--- config.mk ---
export PLATFORM = sky130hd
export DESIGN_NAME = score_display_unit
export DESIGN_NICKNAME = d
export VERILOG_FILES = /design/src/rtl/score_display_unit.sv
export SDC_FILE = /design/constraint.sdc
export NUM_CORES = 1
export LEC_CHECK = 0
export CAP_MARGIN = 20
export CORE_MARGIN = 2
export CORE_UTILIZATION = 35
export CTS_BUF_LIST = sky130_fd_sc_hd__clkbuf_8
export CTS_CLUSTER_SIZE = 16
export DETAILED_ROUTE_END_ITERATION = 8
export GPL_ROUTABILITY_DRIVEN = 0
export MAX_ROUTING_LAYER = met4
export SLEW_MARGIN = 20
export SYNTH_ARGS = -nofsm -noshare
export SYNTH_HDL_FRONTEND = slang
export SYNTH_SLANG_ARGS = --single-unit
--- constraint.sdc ---
create_clock -name clk -period 3.8 [get_ports clk]
set_clock_uncertainty 0.2 [all_clocks]
set_input_delay 0.57 -clock clk [delete_from_list [all_inputs] [get_ports clk]]
set_output_delay 0.57 -clock clk [all_outputs]
set_load 0.02 [all_outputs]
--- src/rtl/score_display_unit.sv ---
// Line-clear scorer with saturating BCD score and serial 7-segment frame streamer.
// Build option: define LEADING_ZERO_BLANK_EN to blank score digits left of the most significant nonzero digit.
module score_display_unit #(
  parameter int unsigned DIGITS  = 4,
  parameter int unsigned LINE_W  = 3,
  parameter int unsigned PTS1    = 1,
  parameter int unsigned PTS2    = 3,
  parameter int unsigned PTS3    = 5,
  parameter int unsigned PTS4    = 8,
  parameter int unsigned CLK_DIV = 2
) (
  input  logic                  clk,
  input  logic                  rst,
  input  logic                  hit,
  input  logic [LINE_W-1:0]     line_count,
  input  logic                  clr_score,
  output logic                  busy,
  output logic [4*DIGITS-1:0]   score_bcd,
  output logic                  sat,
  output logic                  SEGCLK,
  output logic                  SEGCLR,
  output logic                  SEGDT,
  output logic                  SEGEN
);

  localparam int unsigned DIV_W = (CLK_DIV > 1) ? $clog2(CLK_DIV) : 1;

  typedef enum logic [1:0] {
    ST_LOAD,
    ST_SHIFT,
    ST_GAP
  } state_t;

  // ---------------- scoring ----------------
  logic [4*DIGITS-1:0] r_score;
  logic [3:0]          r_pending;
  logic                r_sat;

  logic [31:0]         w_lc;
  logic [3:0]          w_pts;
  logic                w_dec;
  logic [4:0]          w_sum;
  logic [3:0]          w_pending_next;
  logic [4*DIGITS-1:0] w_score_inc;
  logic                w_all9;

  assign w_lc = 32'(line_count);

  always_comb begin
    w_pts = '0;
    if (w_lc >= 32'd4) begin
      w_pts = 4'(PTS4);
    end else begin
      case (w_lc)
        32'd1:   w_pts = 4'(PTS1);
        32'd2:   w_pts = 4'(PTS2);
        32'd3:   w_pts = 4'(PTS3);
        default: w_pts = '0;
      endcase
    end
  end

  assign w_dec          = (r_pending != '0);
  assign w_sum          = {1'b0, r_pending} - {4'b0, w_dec} + (hit ? {1'b0, w_pts} : 5'd0);
  assign w_pending_next = (w_sum > 5'd15) ? 4'hF : w_sum[3:0];

  // Decimal ripple increment; w_all9 marks the saturation point.
  always_comb begin
    logic       carry;
    logic [3:0] d;
    carry       = 1'b1;
    d           = '0;
    w_all9      = 1'b1;
    w_score_inc = r_score;
    for (int unsigned i = 0; i < DIGITS; i++) begin
      d = r_score[4*i +: 4];
      if (d != 4'd9) w_all9 = 1'b0;
      if (carry) begin
        if (d == 4'd9) begin
          w_score_inc[4*i +: 4] = 4'd0;
        end else begin
          w_score_inc[4*i +: 4] = d + 4'd1;
          carry                 = 1'b0;
        end
      end
    end
  end

  always_ff @(posedge clk or posedge rst) begin
    if (rst) begin
      r_score   <= '0;
      r_pending <= '0;
      r_sat     <= 1'b0;
    end else if (clr_score) begin
      r_score   <= '0;
      r_pending <= '0;
      r_sat     <= 1'b0;
    end else begin
      r_pending <= w_pending_next;
      if (w_dec && !r_sat) begin
        if (w_all9) r_sat   <= 1'b1;
        else        r_score <= w_score_inc;
      end
    end
  end

  assign busy      = (r_pending != '0);
  assign score_bcd = r_score;
  assign sat       = r_sat;

  // ---------------- frame build ----------------
  function automatic logic [7:0] seg7(input logic [3:0] d);
    case (d)
      4'd0:    seg7 = 8'hC0;
      4'd1:    seg7 = 8'hF9;
      4'd2:    seg7 = 8'hA4;
      4'd3:    seg7 = 8'hB0;
      4'd4:    seg7 = 8'h99;
      4'd5:    seg7 = 8'h92;
      4'd6:    seg7 = 8'h82;
      4'd7:    seg7 = 8'hF8;
      4'd8:    seg7 = 8'h80;
      4'd9:    seg7 = 8'h90;
      default: seg7 = 8'hFF;
    endcase
  endfunction

  logic [63:0] w_frame;

  // Positions are walked from the left so leading-zero state can propagate rightwards.
  always_comb begin
    logic [31:0] pad;
    logic [3:0]  d;
    int unsigned p;
`ifdef LEADING_ZERO_BLANK_EN
    logic        lead;
    lead = 1'b1;
`endif
    pad     = 32'(r_score);
    d       = '0;
    p       = 0;
    w_frame = '1;
    for (int unsigned k = 0; k < 8; k++) begin
      p = 7 - k;
      if (p < DIGITS) begin
        d = pad[4*p +: 4];
`ifdef LEADING_ZERO_BLANK_EN
        if (lead && (d == 4'd0) && (p != 0)) begin
          w_frame[8*p +: 8] = 8'hFF;
        end else begin
          lead              = 1'b0;
          w_frame[8*p +: 8] = seg7(d);
        end
`else
        w_frame[8*p +: 8] = seg7(d);
`endif
      end
    end
  end

  // ---------------- serialiser ----------------
  state_t           r_state;
  state_t           w_state_next;
  logic [63:0]      r_frame;
  logic [6:0]       r_bitcnt;
  logic [DIV_W-1:0] r_divcnt;
  logic             r_phase;
  logic             r_segclk;
  logic             r_segdt;
  logic             r_segclr;
  logic             r_segen;

  logic             w_div_done;
  logic             w_last_bit;

  assign w_div_done = (r_divcnt == DIV_W'(CLK_DIV - 1));
  assign w_last_bit = (r_bitcnt == 7'd1);

  always_ff @(posedge clk or posedge rst) begin
    if (rst) r_state <= ST_LOAD;
    else     r_state <= w_state_next;
  end

  always_comb begin
    w_state_next = r_state;
    case (r_state)
      ST_LOAD:  w_state_next = ST_SHIFT;
      ST_SHIFT: if (w_div_done && r_phase && w_last_bit) w_state_next = ST_GAP;
      ST_GAP:   if (w_div_done) w_state_next = ST_LOAD;
      default:  w_state_next = ST_LOAD;
    endcase
  end

  // r_frame[63] always holds the bit currently on SEGDT.
  always_ff @(posedge clk or posedge rst) begin
    if (rst) begin
      r_frame  <= '0;
      r_bitcnt <= '0;
      r_divcnt <= '0;
      r_phase  <= 1'b0;
      r_segclk <= 1'b0;
      r_segdt  <= 1'b0;
      r_segclr <= 1'b0;
      r_segen  <= 1'b0;
    end else begin
      r_segclr <= 1'b1;
      r_segen  <= 1'b1;
      case (r_state)
        ST_LOAD: begin
          r_frame  <= w_frame;
          r_bitcnt <= 7'd64;
          r_divcnt <= '0;
          r_phase  <= 1'b0;
          r_segclk <= 1'b0;
          r_segdt  <= w_frame[63];
        end
        ST_SHIFT: begin
          if (!w_div_done) begin
            r_divcnt <= r_divcnt + 1'b1;
          end else begin
            r_divcnt <= '0;
            if (!r_phase) begin
              r_phase  <= 1'b1;
              r_segclk <= 1'b1;
            end else begin
              r_phase  <= 1'b0;
              r_segclk <= 1'b0;
              r_bitcnt <= r_bitcnt - 7'd1;
              if (!w_last_bit) begin
                r_frame <= {r_frame[62:0], 1'b0};
                r_segdt <= r_frame[62];
              end
            end
          end
        end
        ST_GAP: begin
          r_segclk <= 1'b0;
          r_divcnt <= w_div_done ? '0 : r_divcnt + 1'b1;
        end
        default: r_divcnt <= '0;
      endcase
    end
  end

  assign SEGCLK = r_segclk;
  assign SEGDT  = r_segdt;
  assign SEGCLR = r_segclr;
  assign SEGEN  = r_segen;

endmodule
==> results of run 1 <==
how the worst max path moves through the flow:
stage,endpoint,cells after the start,slack [ns],startpoint
after global routing,r_pending[2]$_DFF_PP0_,10,0.24,r_pending[2]$_DFF_PP0_
after floorplan,SEGCLK$_DFFE_PP0P_,1,0.47,rst
after CTS,r_pending[2]$_DFF_PP0_,10,0.46,r_pending[2]$_DFF_PP0_
after global placement,r_pending[1]$_DFF_PP0_,11,0.51,hit
final,r_pending[2]$_DFF_PP0_,10,0.46,r_pending[2]$_DFF_PP0_
after detailed placement,r_pending[2]$_DFF_PP0_,11,0.36,hit
cells by family (layout without fill, tap and decap cells):
logic type                 Yosys count  in the layout  synth area share
muxes                               66             66            0.1316
buffers and inverters               64             81           0.05120
DFF                                 98             98            0.4344
AOI/OAI and AO/OA                  110            110            0.1215
and+or+nand+nor                    174            174            0.1722
adders and majority gates           33             33           0.07447
xor gates and xnor gates             9              9           0.01396
other                                1              1         0.0006643
through the flow:
| stage | cells | utilization | instance area (sq um) | setup slack, ns | hold slack, ns |
|---|---|---|---|---|---|
| after floorplan | 555 | - | 5645 | 0.4679 | 0.2551 |
| after global placement | 773 | 0.3847 | 6090 | 0.5111 | 0.2642 |
| after detailed placement | 773 | 0.3847 | 6090 | 0.3617 | 0.2734 |
| after CTS | 788 | 0.3976 | 6294 | 0.4602 | 0.2944 |
| after global routing | 788 | 0.3978 | 6296 | 0.2353 | 0.3105 |
| final | 788 | 0.3978 | 6296 | 0.4571 | 0.2897 |
power by group through the flow:
stage | registers (mW) | logic (mW) | clock network (mW)
4_1_cts | 1.15 | 0.553 | 0.734
6_report | 1.15 | 0.545 | 0.700
5_1_grt | 1.16 | 0.622 | 0.777
3_3_place_gp | 1.16 | 0.520 | 0
2_1_floorplan | 1.17 | 0.388 | 0
3_5_place_dp | 1.17 | 0.550 | 0
sequential cells by signal, summed over array words and instances, names as in the netlist:
signal     cells
score_bcd     16
r_phase        1
r_pending      4
r_bitcnt       7
r_state        2
SEGDT          1
SEGEN          1
r_frame       63
sat            1
SEGCLK         1
r_divcnt       1
cell type report:
cell class / instances / area (sq um)
Inverter: 32 / 125.1
Sequential cell: 98 / 2452
Tap cell: 216 / 270.3
Fill cell: 1520 / 9532
Clock buffer: 12 / 165.2
Multi-Input combinational cell: 393 / 2907
Clock inverter: 3 / 38.79
Timing Repair Buffer: 34 / 337.8
per-layer routing:
| layer | part of all wire | up-vias | track usage |
|---|---|---|---|
| met5 | 0 | - | - |
| met1 | 0.48 | 1925 | 0.1753 |
| met3 | 0.044 | 17 | 0.03420 |
| met4 | 0.017 | 0 | 0.04568 |
| met2 | 0.46 | 70 | 0.2155 |
| li1 | - | 1946 | - |
placed cells by master, fill, tap and decap left out, drive strengths merged, types with 2 or more instances in the layout:
master	instances
dfrtp	98
nand2b	51
nand2	34
or3	6
a21oi	40
a21o	3
buf	6
xor2	4
clkbuf	12
mux2	66
nor3	6
clkdlybuf4s50	28
nand3	13
o31ai	28
inv	33
and2	2
nor2b	14
nand4	4
o22ai	2
a41oi	3
nand3b	9
or2	3
ha	32
o21ai	26
and3b	3
and3	4
or4	4
xnor2	5
nor2	15
nor4	4
worst max-delay path, cell delays in order (launching register included):
cell and delay (ns):
dfrtp_1 0.40, nor4_1 0.55, inv_1 0.28, ha_1 0.36, inv_1 0.05, ha_1 0.21
fa_1 0.42, a21o_1 0.18, a21oi_1 0.17, xor2_1 0.29, a21oi_1 0.12
==> summary.md, run 1 <==
| Metric | Value |
|---|---|
| Status | completed |
| PortBufs | 28 |
| Synth warn | 0 |
| Synth Cell Area | 5645 sq um |
| Req. time, crit path | 3.85 ns |
| Final HPWL DP | 7003 um |
| Initial core utilization | 0.3567 |
| CTS resizes | 0 |
| Ys async rst share | 1.000 |
| Hold Crit Class | reg2reg |
| Routed WL | 10400 um |
| Slew margin rel. | 0.4378 |
| Worst-Skew Late Latency | 0.37 ns |
| Power Total | 2.393 mW |
| Reg-to-reg setup timing slack | 0.46 ns |
| DRC errors left | 0 |
| Yosys reg bits | 98 |
| CTS tree | built |
| Most frequent cell after synthesis | dfrtp_1 |
| PD cells | 380.1 nW/um^2 |
| Clock share of power | 0.293 |
| Total track usage | 0.1377 |
| CTS sink count | 98 |
| CP Class | reg2reg |
| Seq/Total Area, Yosys | 0.4344 |
| Layout net count | 608 |
| Crit. End Element | register |
| Clock transition at path regs | 0.09 ns |
| Area growth, synth to finish | 11.52% |
| Area share of the leading cell type in the synthesized netlist | 0.4344 |
| Seq pwr share | 0.480 |
| Drt via density | 5.023 |
| Hold Buf Count CTS | 0 |
| Distinct cells, synth | 45 |
| Maxcap violations | 0 |
| Switching power | 0.7050 mW |
| Syn nets | 595 |
| DR WL/cell | 13.20 um |
| Max Clk Rate | 0.2991 GHz |
| DR vias | 3958 |
| Worst-margin pin slew | 0.8433 ns |
| Die Height | 131 um |
| Clock Tree Root | clkbuf_8 |
| Sw Ratio | 0.2946 |
| Core Area | 15830 sq um |
| Row cnt | 46 |
| Syn Inst Count | 555 |
| Slew Viols, Final | 0 |
| Ranking of synthesized cells by area | dfrtp_1, mux2_2, ha_1 |
| Die area | 17160 sq um |
| Pint | 1.688 mW |
| Post-synth EDFFs | 0 |
| Vias in the first global route | 3966 |
| Synthesized area per cell | 10.17 sq um |
| Commonest cells in the netlist | dfrtp_1, mux2_2, nand2b_1 |
| VDD IR max | 0.3395 mV |
| Final critical-path share of the clock period | 0.8797 |
| Ant. Diodes | 0 |
| Hold Violations, Final | 0 |
| Tmin final | 3.343 ns |
| Arrival time worst endpoint | 3.39 ns |
| Worst r2r src | r_pending[2]$_DFF_PP0_ |
| Pre-antenna DRT Iters | 4 |
| Grt ovf | 0 |
| Die Width | 131 um |
| Hold depth | 1 |
| Starting DRT DRC Count | 200 |
| CTS H-tree lvls | 3 |
| Origin of the worst min-delay path | r_frame[36]$_DFFE_PP0P_ |
| Cell leakage power | 2.515 nW |
| Logic pwr share | 0.228 |
| WHS Endpoint | r_frame[36]$_DFFE_PP0P_ |
| Share of cells above drive strength 1 | 0.1573 |
| RSZ-0062 raised after global routing | false |
| CTS buffer count | 9 |
| Initial antenna violation count | 0 |
| Worst-path maximum fanout | 7 |
| Largest net degree at the start of global routing | 91 |
| Post-CTS Setup Inserts | 0 |
| Crit path launch type | register |
| Setup_tns | 0 ns |
| Boundary Pins | 29 |
| First-pass GRT wire length | 18490 um |
| ANT nets after route | 0 |
| R2r endpoint | r_pending[2]$_DFF_PP0_ |
| Ys flop type | dfrtp_1 |
| CTS Buffer Depth | 2 |
| Final Setup Violations | 0 |
| Cell depth of the worst flop-to-flop path | 10 |
| Largest area contributor in the netlist | dfrtp_1 |
No activity file was read; power rests on OpenSTA's default activity.
==> run 2, diff against run 1 <==
CTS_CLUSTER_SIZE = 10   (was 16)
==> results of run 2 <==
Same layout as run 1: the final DEF is identical, and so are final timing and power.
==> run 3, diff against run 2 <==
ABC_CLOCK_PERIOD_IN_PS = 3800   (was not set)
==> results of run 3 <==
Same layout as run 1: the final DEF is identical, and so are final timing and power.
